===== config.mk =====
export PLATFORM = sky130hd
export DESIGN_NAME = writeback_queue
export DESIGN_NICKNAME = d
export VERILOG_FILES = /design/src/rtl/writeback_queue.sv
export SDC_FILE = /design/constraint.sdc
export NUM_CORES = 1
export LEC_CHECK = 0
export ABC_AREA = 1
export CORE_MARGIN = 10
export CORE_UTILIZATION = 54
export DETAILED_ROUTE_END_ITERATION = 16
export PLACE_DENSITY_LB_ADDON = 0.3
export SYNTH_ARGS = -nofsm -noshare
export SYNTH_HDL_FRONTEND = slang
export SYNTH_SLANG_ARGS = --single-unit

===== constraint.sdc =====
create_clock -name Clk -period 5 [get_ports Clk]
set_input_delay 1 -clock Clk [delete_from_list [all_inputs] [get_ports Clk]]
set_output_delay 1 -clock Clk [all_outputs]
set_load 0.02 [all_outputs]

===== src/rtl/writeback_queue.sv =====
// Write-port owner for the integer register file: merges single-cycle ALU
// results with FIFO-buffered load results, tracks pending load targets and kills stale loads.
module writeback_queue #(
    parameter int DEPTH = 4,
    parameter int XLEN  = 64
) (
    input  logic                     Clk,
    input  logic                     Reset,
    input  logic                     alu_valid,
    input  logic [4:0]               alu_rd,
    input  logic [XLEN-1:0]          alu_data,
    input  logic                     ld_valid,
    output logic                     ld_ready,
    input  logic [4:0]               ld_rd,
    input  logic [XLEN-1:0]          ld_data,
    output logic                     RegWrite,
    output logic [4:0]               RD,
    output logic [XLEN-1:0]          WriteData,
    output logic [31:0]              pending,
    output logic [$clog2(DEPTH):0]   count
);

    localparam int PW = $clog2(DEPTH);
    localparam logic [PW:0] FULL_COUNT = (PW+1)'(DEPTH);

    logic [DEPTH-1:0] live;
    logic [4:0]       rd_q   [DEPTH];
    logic [XLEN-1:0]  data_q [DEPTH];
    logic [PW-1:0]    head;
    logic [PW-1:0]    tail;

    logic full;
    logic empty;
    logic alu_issue;
    logic push;
    logic pop;
    logic head_live;

    assign full      = (count == FULL_COUNT);
    assign empty     = (count == '0);
    assign ld_ready  = !Reset && !full;
    assign alu_issue = alu_valid && (alu_rd != 5'd0);
    // Loads to x0 complete the handshake but are dropped here.
    assign push      = ld_valid && ld_ready && (ld_rd != 5'd0);
    assign pop       = !alu_issue && !empty;
    assign head_live = live[head];

    // Occupancy, pointers and live bits. Statement order matters: a fresh push
    // must override the kill loop, since its liveness is decided explicitly.
    // NOTE: sequential state uses non-blocking assignments so every flop samples pre-edge values.
    always_ff @(posedge Clk or posedge Reset) begin
        if (Reset) begin
            head  <= '0;
            tail  <= '0;
            count <= '0;
            live  <= '0;
        end else begin
            if (alu_issue) begin
                for (int i = 0; i < DEPTH; i++) begin
                    if (rd_q[i] == alu_rd) live[i] <= 1'b0;
                end
            end
            if (pop) begin
                live[head] <= 1'b0;
                head       <= head + 1'b1;
            end
            if (push) begin
                // A load accepted alongside an ALU write to the same register is older, so it is dead on arrival.
                live[tail] <= !(alu_issue && (ld_rd == alu_rd));
                tail       <= tail + 1'b1;
            end
            count <= count + {{PW{1'b0}}, push} - {{PW{1'b0}}, pop};
        end
    end

    // NOTE: payload storage is deliberately not reset; live bits gate every use of it.
    always_ff @(posedge Clk) begin
        if (push) begin
            rd_q[tail]   <= ld_rd;
            data_q[tail] <= ld_data;
        end
    end

    // Registered write port; address and data hold while RegWrite is low.
    always_ff @(posedge Clk or posedge Reset) begin
        if (Reset) begin
            RegWrite  <= 1'b0;
            RD        <= 5'd0;
            WriteData <= '0;
        end else begin
            RegWrite <= 1'b0;
            if (alu_issue) begin
                RegWrite  <= 1'b1;
                RD        <= alu_rd;
                WriteData <= alu_data;
            end else if (pop && head_live) begin
                RegWrite  <= 1'b1;
                RD        <= rd_q[head];
                WriteData <= data_q[head];
            end
        end
    end

    // NOTE: combinational outputs get a default first so no latch is inferred.
    always_comb begin
        pending = '0;
        for (int i = 0; i < DEPTH; i++) begin
            if (live[i]) pending[rd_q[i]] = 1'b1;
        end
    end

endmodule


==> results of run 1 <==
state kept, by name, summed over array words and instances, names as in the netlist:
register,flops
data_q,256
WriteData,64
rd_q,20
RD,5
live,4
count,3
head,2
tail,2
RegWrite,1
kinds of logic after synthesis:
kind of cell / count (synthesis) / share of synthesized area, %
simple gates: 739 / 18.56
flops: 357 / 64.04
compound gates: 289 / 10.12
buf+inv: 157 / 5.127
xor+xnor: 23 / 1.251
fa+ha+maj: 11 / 0.9010
cell usage in the layout (no fill, tap or decap), types with 2 or more instances in the layout:
| cell | n |
|---|---|
| nand3_1 | 129 |
| o221ai_1 | 29 |
| dfrtp_1 | 80 |
| nor2_4 | 6 |
| edfxtp_1 | 276 |
| buf_4 | 12 |
| xor2_1 | 7 |
| nand2_1 | 378 |
| nor2_1 | 215 |
| clkbuf_16 | 38 |
| o21ai_1 | 123 |
| xnor2_1 | 16 |
| clkdlybuf4s50_1 | 247 |
| bufinv_16 | 2 |
| o22a_1 | 9 |
| buf_12 | 3 |
| clkinv_2 | 9 |
| a22oi_1 | 6 |
| clkbuf_8 | 7 |
| nand2_4 | 2 |
| o22ai_1 | 2 |
| nor3_1 | 3 |
| diode_2 | 4 |
| clkinv_1 | 2 |
| inv_2 | 3 |
| a21oi_1 | 26 |
| inv_1 | 58 |
| ha_1 | 10 |
| inv_4 | 3 |
| inv_6 | 2 |
| nand3_2 | 2 |
| o21ai_0 | 87 |
| a2bb2oi_1 | 2 |
| clkbuf_1 | 7 |
final timing paths:
| check | depth (start not counted) | startpoint | endpoint |
|---|---|---|---|
| worst min-delay path | 2 | WriteData[29] | WriteData[29] |
| worst max-delay path | 6 | rd_q[2][1] | pending[25] |
| worst max register to register | 8 | head[0] | WriteData[19] |
| worst min register to register | 2 | WriteData[29] | WriteData[29] |
| max in group asynchronous | 4 | Reset | head[0] |
| min in group asynchronous | 3 | Reset | WriteData[18] |
where the power goes:
group | switching, uW | internal [uW]
Clock | 1120 | 1620
Sequential | 382 | 3770
Combinational | 2450 | 1400
Total | 3950 | 6790
final cells by class:
class                      count  share of cell area (%)
inverter                      64                   1.243
multi-input combinational   1062                   25.14
tap                          390                   2.448
sequential                   357                   51.77
antenna                        4                 0.05022
clock buffer                  52                   5.386
clock inverter                16                  0.8036
timing repair buffer         262                   13.16
through the flow:
| stage | setup TNS, ns | hold WS, ns | setup WS, ns | instances | instance area, um^2 |
|---|---|---|---|---|---|
| 6_report | 0 | 0.5031 | 1.382 | 2207 | 19930 |
| 5_1_grt | 0 | 0.5224 | 1.297 | 2206 | 19930 |
| 4_1_cts | 0 | 0.5080 | 1.438 | 2203 | 19920 |
| 3_5_place_dp | 0 | 0.4917 | 1.346 | 2135 | 18690 |
| 3_3_place_gp | 0 | 0.4883 | 1.381 | 2135 | 18690 |
| 2_1_floorplan | -197.09 | 0.4936 | -0.7058 | 1576 | 16120 |
metal layers:
layer	up-vias	global-route usage [%]
li1	5843	-
met1	5916	29.15
met2	430	37.64
met3	69	4.481
met4	2	8.169
met5	-	0
critical path: stages (launching register included):
cell             delay, ns
edfxtp_1              0.44
inv_1                 0.17
nand3_1               0.37
o21ai_0               0.30
inv_1                 0.06
o221ai_1              0.09
clkdlybuf4s50_1       0.67
==> results.sh, run 1 <==
export IMPL_synth_seq_cells=357
export IMPL_root_buffer="clkbuf_16"
export IMPL_nFillCells=2303
export IMPL_num_rows=63
export IMPL_core_area_um2=29560
export IMPL_seq_area_frac_synth_pct=64.04
export IMPL_p_leak_uw=0.007764
export IMPL_syn_area_um2=16110
export IMPL_synth_warnings=0
export IMPL_r2r_slack_ns=2.08
export IMPL_fp_dieArea_um2=37140
export IMPL_status="finished clean"
export IMPL_cts_sinks=357
export IMPL_max_cap_violations=0
export IMPL_hold_viol=0
export IMPL_ys_top_cells_by_area="edfxtp_1, dfrtp_1, nand2_1, nor2_1, nand3_1"
export IMPL_cts_clk_slew_worst_paths_ns=0.06
export IMPL_setup_viol=0
export IMPL_synth_most_common_cell="nand2_1"
export IMPL_die_w_um=192.7
export IMPL_grt_pass1_wl_um=67030
export IMPL_worstPathArrival_ns=2.62
export IMPL_route_met2_wl_um=21080
export IMPL_seqCellArea_um2=10320
export IMPL_grt_usage_pct=22.72
export IMPL_route_detailed_drc=0
export IMPL_endpoint_kind="output port"
export IMPL_antenna_found_initial=5
export IMPL_skew_ns=0.01475
export IMPL_drive_above_1_share_pct=5.295
export IMPL_drtPass1Iterations=5
export IMPL_grt_max_degree=89
export IMPL_cts_tree="done"
export IMPL_cts_max_level=2
export IMPL_p_per_area_nw_per_um2=538.8
export IMPL_fmax_ghz=0.2764
export IMPL_portBuffers=247
export IMPL_finalPower_uw=10740
export IMPL_dr_wl_met3_um=3189
export IMPL_clock_latency_ns=0.52
export IMPL_finalCritPeriodShare_pct=72.35
export IMPL_startpoint_type="flip-flop"
export IMPL_yosysTopAreaCellShare_pct=51.45
export IMPL_grt_pass1_vias=12230
export IMPL_synth_cell_types=37
export IMPL_worstMarginPinSlew_ns=0.9832
export IMPL_maxUsedRoutingLayer="met5"
export IMPL_syn_inst=1576
export IMPL_grt_ovfl_total=0
export IMPL_area_delta_synth_final_pct=23.73
export IMPL_ioPinCount=248
export IMPL_syn_num_nets=1729
export IMPL_critPathKind="reg2out"
export IMPL_post_route_util_pct=67.42
export IMPL_rsz0062_at_grt="no"
export IMPL_wl_um=43000
export IMPL_start_util_pct=54.49
export IMPL_yosysTopAreaCell="edfxtp_1"
export IMPL_ctsResizeCount=0
export IMPL_slew_viol_final=0
export IMPL_clockBufferDepth=3
export IMPL_final_antenna_net_count=0
export IMPL_multi_input_area_um2=5010
export IMPL_wl_per_cell_um=19.48
export IMPL_vias=12260
export IMPL_gp_congestion=0.9261
export IMPL_hpwl_um=27580
export IMPL_synth_edff_count=276
export IMPL_yosys_top_cells_count="nand2_1, edfxtp_1, nor2_1, nand3_1, o21ai_1"
export IMPL_die_height_um=192.7
export IMPL_peakVddDrop_v=0.0003326
export IMPL_wl_met1_um=17750
export IMPL_crit_fanout=8
export IMPL_ys_async_sr_fraction_pct=22.69
export IMPL_cts_hold_buf=0
export IMPL_drt_iter0_drc=922
export IMPL_vias_per_cell=5.555
export IMPL_nNetsFinal=1937
export IMPL_fin_crit_ns=3.618
export IMPL_numCtsBuffers=37
export IMPL_cts_setup_buffers=0
export IMPL_hp_class="reg2reg"
export IMPL_ys_flop_type="edfxtp_1"
export IMPL_avgSynthCellArea_um2=10.22
export IMPL_relSlewSlack_pct=34.45
export IMPL_worstPathRequired_ns=4.00
Power figures use the tool's default switching activity.
==> inputs of run 2 (changes only) <==
--- a/config.mk
+++ b/config.mk
@@ -7,7 +7,7 @@
 export LEC_CHECK = 0
 export ABC_AREA = 1
 export CORE_MARGIN = 10
-export CORE_UTILIZATION = 54
+export CORE_UTILIZATION = 49
 export DETAILED_ROUTE_END_ITERATION = 16
 export PLACE_DENSITY_LB_ADDON = 0.3
 export SYNTH_ARGS = -nofsm -noshare
==> constraint.sdc (replaced) <==
create_clock -name Clk -period 2.9 [get_ports Clk]
set_input_delay 0.58 -clock Clk [delete_from_list [all_inputs] [get_ports Clk]]
set_output_delay 0.58 -clock Clk [all_outputs]
set_load 0.02 [all_outputs]
==> run 2 against run 1 <==
  * The run now ends with setup timing left
  * Critical endpoint is now pending[31]
  * Final cell count grew 3.5%
  * Sequential power up 70%
  * Setup slack got worse by 1.4 ns
  * Critical path depth is 3 lower
  * Total power grew 79%
==> results.sh, run 2 (synthesis gave the netlist of run 1 again) <==
export IMPL_status="finished with violations"
export IMPL_failed_checks="setup timing"
export IMPL_gp_congestion=0.9744
export IMPL_worstMarginPinSlew_ns=1.012
export IMPL_wl_met1_um=18470
export IMPL_startpoint_type="flip-flop"
export IMPL_reg2reg_from="head[0]"
export IMPL_wl_per_cell_um=19.52
export IMPL_area_delta_synth_final_pct=27.09
export IMPL_fp_dieArea_um2=40530
export IMPL_drtPass1Iterations=5
export IMPL_top_regs="data_q (256), WriteData (64), rd_q (20)"
export IMPL_layout_common_cells="nand2_1, edfxtp_1, clkdlybuf4s50_1, nor2_1, o21ai_1"
export IMPL_final_antenna_net_count=0
export IMPL_p_leak_uw=0.008250
export IMPL_vias=12430
export IMPL_grt_usage_pct=21.26
export IMPL_route_detailed_drc=0
export IMPL_critPathKind="reg2out"
export IMPL_cts_tree="done"
export IMPL_grt_ovfl_total=0
export IMPL_antenna_found_initial=7
export IMPL_finalCritPeriodShare_pct=100.3
export IMPL_portBuffers=247
export IMPL_setup_viol=1
export IMPL_vias_per_cell=5.443
export IMPL_die_w_um=201.3
export IMPL_maxUsedRoutingLayer="met5"
export IMPL_grt_pass1_vias=12310
export IMPL_cts_hold_buf=0
export IMPL_endpoint_kind="output port"
export IMPL_peakVddDrop_v=0.0005775
export IMPL_max_cap_violations=0
export IMPL_largest_reg_flops=256
export IMPL_nNetsFinal=1965
export IMPL_fin_ws_ns=-0.008194
export IMPL_num_rows=66
export IMPL_slew_viol_final=0
export IMPL_worstPathRequired_ns=2.32
export IMPL_hold_viol=0
export IMPL_crit_end="pending[31]"
export IMPL_grt_max_degree=136
export IMPL_clock_latency_ns=0.51
export IMPL_crit_fanout=8
export IMPL_cts_max_level=2
export IMPL_route_met2_wl_um=21790
export IMPL_core_area_um2=32450
export IMPL_numCtsBuffers=37
export IMPL_root_buffer="clkbuf_16"
export IMPL_dr_wl_met3_um=3140
export IMPL_p_per_area_nw_per_um2=939.3
export IMPL_die_height_um=201.3
export IMPL_r2r_end="WriteData[59]"
export IMPL_tns_ns=-0.008194
export IMPL_fmax_ghz=0.3439
export IMPL_final_common_cell="nand2_1"
export IMPL_rsz0062_at_grt="yes"
export IMPL_worstPathArrival_ns=2.33
export IMPL_fin_hold_ws_ns=0.5052
export IMPL_hp_class="reg2reg"
export IMPL_final_cells=2284
export IMPL_ioPinCount=248
export IMPL_wl_um=44590
export IMPL_place_inst=2214
export IMPL_startpoint="live[3]"
export IMPL_clockBufferDepth=3
export IMPL_hpwl_um=29470
export IMPL_start_util_pct=49.63
export IMPL_fin_crit_ns=2.908
export IMPL_cts_clk_slew_worst_paths_ns=0.06
export IMPL_relSlewSlack_pct=32.53
export IMPL_drt_iter0_drc=800
export IMPL_pre_cts_slack_ns=-0.03937
export IMPL_r2r_cells=9
export IMPL_skew_ns=0.01386
export IMPL_drive_above_1_share_pct=7.283
export IMPL_cts_sinks=357
export IMPL_hold_depth=2
export IMPL_top_register="data_q"
export IMPL_grt_pass1_wl_um=69610
export IMPL_r2r_slack_ns=0.59
-- run 2: cell types whose count changed in the layout (fill, tap and decap cells not counted), moves of 8 or more --
cell             change
buf_12               +8
buf_4               +20
clkdlybuf4s50_1     -30
dlygate4sd2_1       +19
dlymetal6s2s_1      +11
nand3_1              -9
nand3_2              +9
-- run 2: metal layers --
layer | GRT usage, % | vias up
li1 | - | 5897
met3 | 4.530 | 78
met4 | 6.711 | 10
met2 | 36.19 | 465
met5 | 0 | -
met1 | 26.60 | 5982
-- run 2: cell type report --
type                            instances  area (um^2)
Fill cell                            2598        11980
Sequential cell                       357        10320
Multi-Input combinational cell       1062         5076
Timing Repair Buffer                  290         2937
Clock buffer                           49         1022
Tap cell                              442        553.0
Clock inverter                         18        310.3
Inverter                               64        249.0
Antenna cell                            2        5.005
-- run 2: stage by stage --
step | area [um^2] | power, uW | util (%)
after floorplan | 16150 | 11550 | -
after global placement | 19070 | 14010 | 58.76
after global routing | 20470 | 20340 | 63.08
final | 20470 | 19230 | 63.08
after detailed placement | 19070 | 14210 | 58.76
after CTS | 20410 | 19390 | 62.88
-- run 2: worst min path at each step --
| stage | start | end | slack, ns |
|---|---|---|---|
| after floorplan | tail[0] | tail[0] | 0.49 |
| after global placement | WriteData[26] | WriteData[26] | 0.49 |
| after detailed placement | WriteData[8] | WriteData[8] | 0.49 |
| after CTS | WriteData[8] | WriteData[8] | 0.51 |
| after global routing | RD[0] | RD[0] | 0.53 |
| final | WriteData[49] | WriteData[49] | 0.51 |
-- run 2: critical path, stage by stage (launching register included) --
cell and delay (ns):
dfrtp_1 0.48, nand3_1 0.35, o221ai_1 0.33, clkdlybuf4s50_1 0.67
-- run 2: power by group --
| part | switching [uW] | internal [uW] | leakage, uW |
|---|---|---|---|
| Sequential | 568 | 6510 | 0.00349 |
| Clock | 1930 | 3210 | 0.000639 |
| Combinational | 4440 | 2580 | 0.00412 |
-- run 2: timing repair --
action,in CTS,in global routing
gates resized for setup,25,16
pin swaps,0,0
setup buffers,0,1
endpoints found under the setup margin,27,17
==> inputs of run 3 (changes only) <==
--- a/config.mk
+++ b/config.mk
@@ -5,7 +5,6 @@
 export SDC_FILE = /design/constraint.sdc
 export NUM_CORES = 1
 export LEC_CHECK = 0
-export ABC_AREA = 1
 export CORE_MARGIN = 10
 export CORE_UTILIZATION = 49
 export DETAILED_ROUTE_END_ITERATION = 16
==> run 3 against run 2 <==
  * Hold slack better by 0.0025 ns
  * Largest power group unchanged
  * Via count decreased by 26%
  * The flow now finishes without violations
  * Global-route usage decreased by 1.8 points
==> results.sh, run 3 <==
export IMPL_vias=9210
export IMPL_clockPowerShare_pct=26.6
export IMPL_synth_most_common_cell="edfxtp_1"
export IMPL_nNetsFinal=1342
export IMPL_antenna_found_initial=1
export IMPL_cts_tree="done"
export IMPL_cp_top_family="simple AND/OR/NAND/NOR gates"
export IMPL_area_delta_synth_final_pct=30.45
export IMPL_hp_class="reg2reg"
export IMPL_fp_dieArea_um2=39390
export IMPL_cts_sinks=357
export IMPL_drt_iter0_drc=556
export IMPL_start_util_pct=49.59
export IMPL_final_cells=1620
export IMPL_synth_cell_types=43
export IMPL_wl_per_cell_um=23.92
export IMPL_hold_viol=0
export IMPL_skew_ns=0.02531
export IMPL_clockBufferDepth=3
export IMPL_grt_pass1_vias=9813
export IMPL_p_per_area_nw_per_um2=903.6
export IMPL_yosys_top_cells_count="edfxtp_1, mux2_2, dfrtp_1, mux4_2, mux2_4"
export IMPL_vias_per_cell=5.685
export IMPL_cts_max_level=2
export IMPL_cp_num_buf_inv=2
export IMPL_pre_cts_slack_ns=-0.06146
export IMPL_place_inst=1524
export IMPL_setup_viol=0
export IMPL_yosysTopAreaCell="edfxtp_1"
export IMPL_top_register="data_q"
export IMPL_relSlewSlack_pct=53.88
export IMPL_grt_pass1_wl_um=59130
export IMPL_combPwrFrac_pct=35.2
export IMPL_p_seq_share_pct=38.2
export IMPL_layout_common_cells="edfxtp_1, clkdlybuf4s50_1, mux2_2, dfrtp_1"
export IMPL_place_area_um2=18870
export IMPL_synth_warnings=0
export IMPL_gp_congestion=0.9419
export IMPL_startpoint_type="flip-flop"
export IMPL_syn_num_nets=1028
export IMPL_sw_frac_of_total_pct=29.28
export IMPL_portBuffers=247
export IMPL_route_detailed_drc=0
export IMPL_worstMarginPinSlew_ns=0.6918
export IMPL_seq_area_frac_synth_pct=66.08
export IMPL_peakVddDrop_v=0.0007200
export IMPL_post_route_util_pct=64.69
export IMPL_ys_async_sr_fraction_pct=22.69
export IMPL_worstPathArrival_ns=2.26
export IMPL_grt_usage_pct=19.49
export IMPL_slew_viol_final=0
export IMPL_syn_inst=875
export IMPL_worstPathRequired_ns=2.32
export IMPL_ys_top_cells_by_area="edfxtp_1, dfrtp_1, mux4_2, mux2_2, mux2_4"
export IMPL_final_common_cell="edfxtp_1"
export IMPL_cell_internal_pwr_uw=13010
export IMPL_largest_reg_flops=256
export IMPL_status="finished clean"
export IMPL_numCtsBuffers=37
export IMPL_critPathSlowestCell="or3b_2"
export IMPL_rsz0062_at_grt="no"
export IMPL_clock_latency_ns=0.51
export IMPL_max_cap_violations=0
export IMPL_crit_path_cell_trace="buf_4, or3b_2, o22ai_1, a221o_1, clkdlybuf4s15_2"
export IMPL_p_leak_uw=0.007412
export IMPL_endpoint_kind="output port"
export IMPL_core_area_um2=31470
export IMPL_cp_slowest_stage_delay_ns=0.48
export IMPL_stdcell_area_um2=20360
export IMPL_synth_seq_cells=357
export IMPL_root_buffer="clkbuf_16"
export IMPL_num_rows=65
export IMPL_syn_area_um2=15610
export IMPL_grt_max_degree=74
export IMPL_fin_hold_ws_ns=0.5077
export IMPL_die_height_um=198.5
export IMPL_synth_edff_count=276
export IMPL_yosysTopAreaCellShare_pct=53.10
export IMPL_p_sw_uw=5387
export IMPL_grt_ovfl_total=0
export IMPL_fmax_ghz=0.3520
export IMPL_die_w_um=198.5
export IMPL_final_antenna_net_count=0
export IMPL_fin_ws_ns=0.05913
export IMPL_wl_um=38750
export IMPL_avgSynthCellArea_um2=17.84
export IMPL_top_regs="data_q (256), WriteData (64), rd_q (20)"
export IMPL_drtPass1Iterations=5
export IMPL_finalCritPeriodShare_pct=97.96
export IMPL_nFillCells=2194
export IMPL_critPathKind="reg2out"
export IMPL_ioPinCount=248
export IMPL_fin_crit_ns=2.841
export IMPL_drive_above_1_share_pct=30.24
export IMPL_hpwl_um=26370
export IMPL_crit_fanout=5
export IMPL_cts_clk_slew_worst_paths_ns=0.06
export IMPL_ys_flop_type="edfxtp_1"
==> run 3: cell types whose count changed after synthesis, moves of 81 or more <==
cell     before  now
mux2_2        0   90
o21ai_0      87    6
nand2_1     378   25
nor2_1      219   21
nand3_1     129   12
o21ai_1     123    0
==> run 3: cell families (layout without fill, tap and decap cells) <==
group	after synthesis	after routing	share of synthesized area [%]
flip-flops	357	357	66.08
adder cells (fa/ha/maj)	11	11	0.9299
AO/OA/AOI/OAI	79	79	3.976
XOR/XNOR	29	29	1.627
buffers and inverters	77	419	2.557
AND/OR/NAND/NOR	119	119	4.248
other	0	1	0
multiplexers	203	203	20.58
==> run 3: layout make-up <==
cell class,instances,area (um^2),share of cell area (%)
antenna,1,2.502,0.01229
clock buffer,53,1069,5.248
clock inverter,14,206.4,1.014
inverter,22,98.84,0.4854
multi-input combinational,441,4932,24.22
sequential,357,10320,50.70
tap,402,503.0,2.470
timing repair buffer,330,3227,15.85
==> run 3: final timing paths <==
check	end	slack (ns)	startpoint	cells after the start
setup / recovery	pending[7]	0.06	rd_q[2][4]	5
hold / removal	WriteData[61]	0.51	WriteData[61]	1
setup reg to reg	count[2]	0.55	count[2]	9
hold reg to reg	WriteData[61]	0.51	WriteData[61]	1
max in group asynchronous	head[1]	1.62	Reset	3
min in group asynchronous	WriteData[18]	0.59	Reset	2
==> run 3: power by group through the flow <==
| stage | Clock [uW] | Combinational (uW) | Sequential [uW] |
|---|---|---|---|
| after CTS | 5010 | 6610 | 7030 |
| final | 4890 | 6480 | 7030 |
| after global placement | 0 | 6470 | 7080 |
| after global routing | 5240 | 6910 | 7120 |
| after floorplan | 0 | 3480 | 7640 |
| after detailed placement | 0 | 6550 | 7110 |
==> run 3: timing repair <==
action	CTS	global route
resized for setup	51	8
setup endpoints to repair	32	11
pin swaps	1	0
hold buffers	0	0
buffers inserted	25	3
==> run 3: layer usage <==
layer  share of wire [%]  GRT usage, %  vias up
li1                    -             -     4131
met1                  40         24.45     4702
met2                  51         33.07      309
met3                 6.5         4.089       68
met4                 2.3         6.499        0
met5                   0             0        -
==> run 3: through the flow <==
stage               power, uW  TNS (ns)
finish                  18400         0
global route            19270         0
CTS                     18640  -0.07356
detailed placement      13660  -0.08014
global placement        13550  -0.02635
floorplan               11120         0
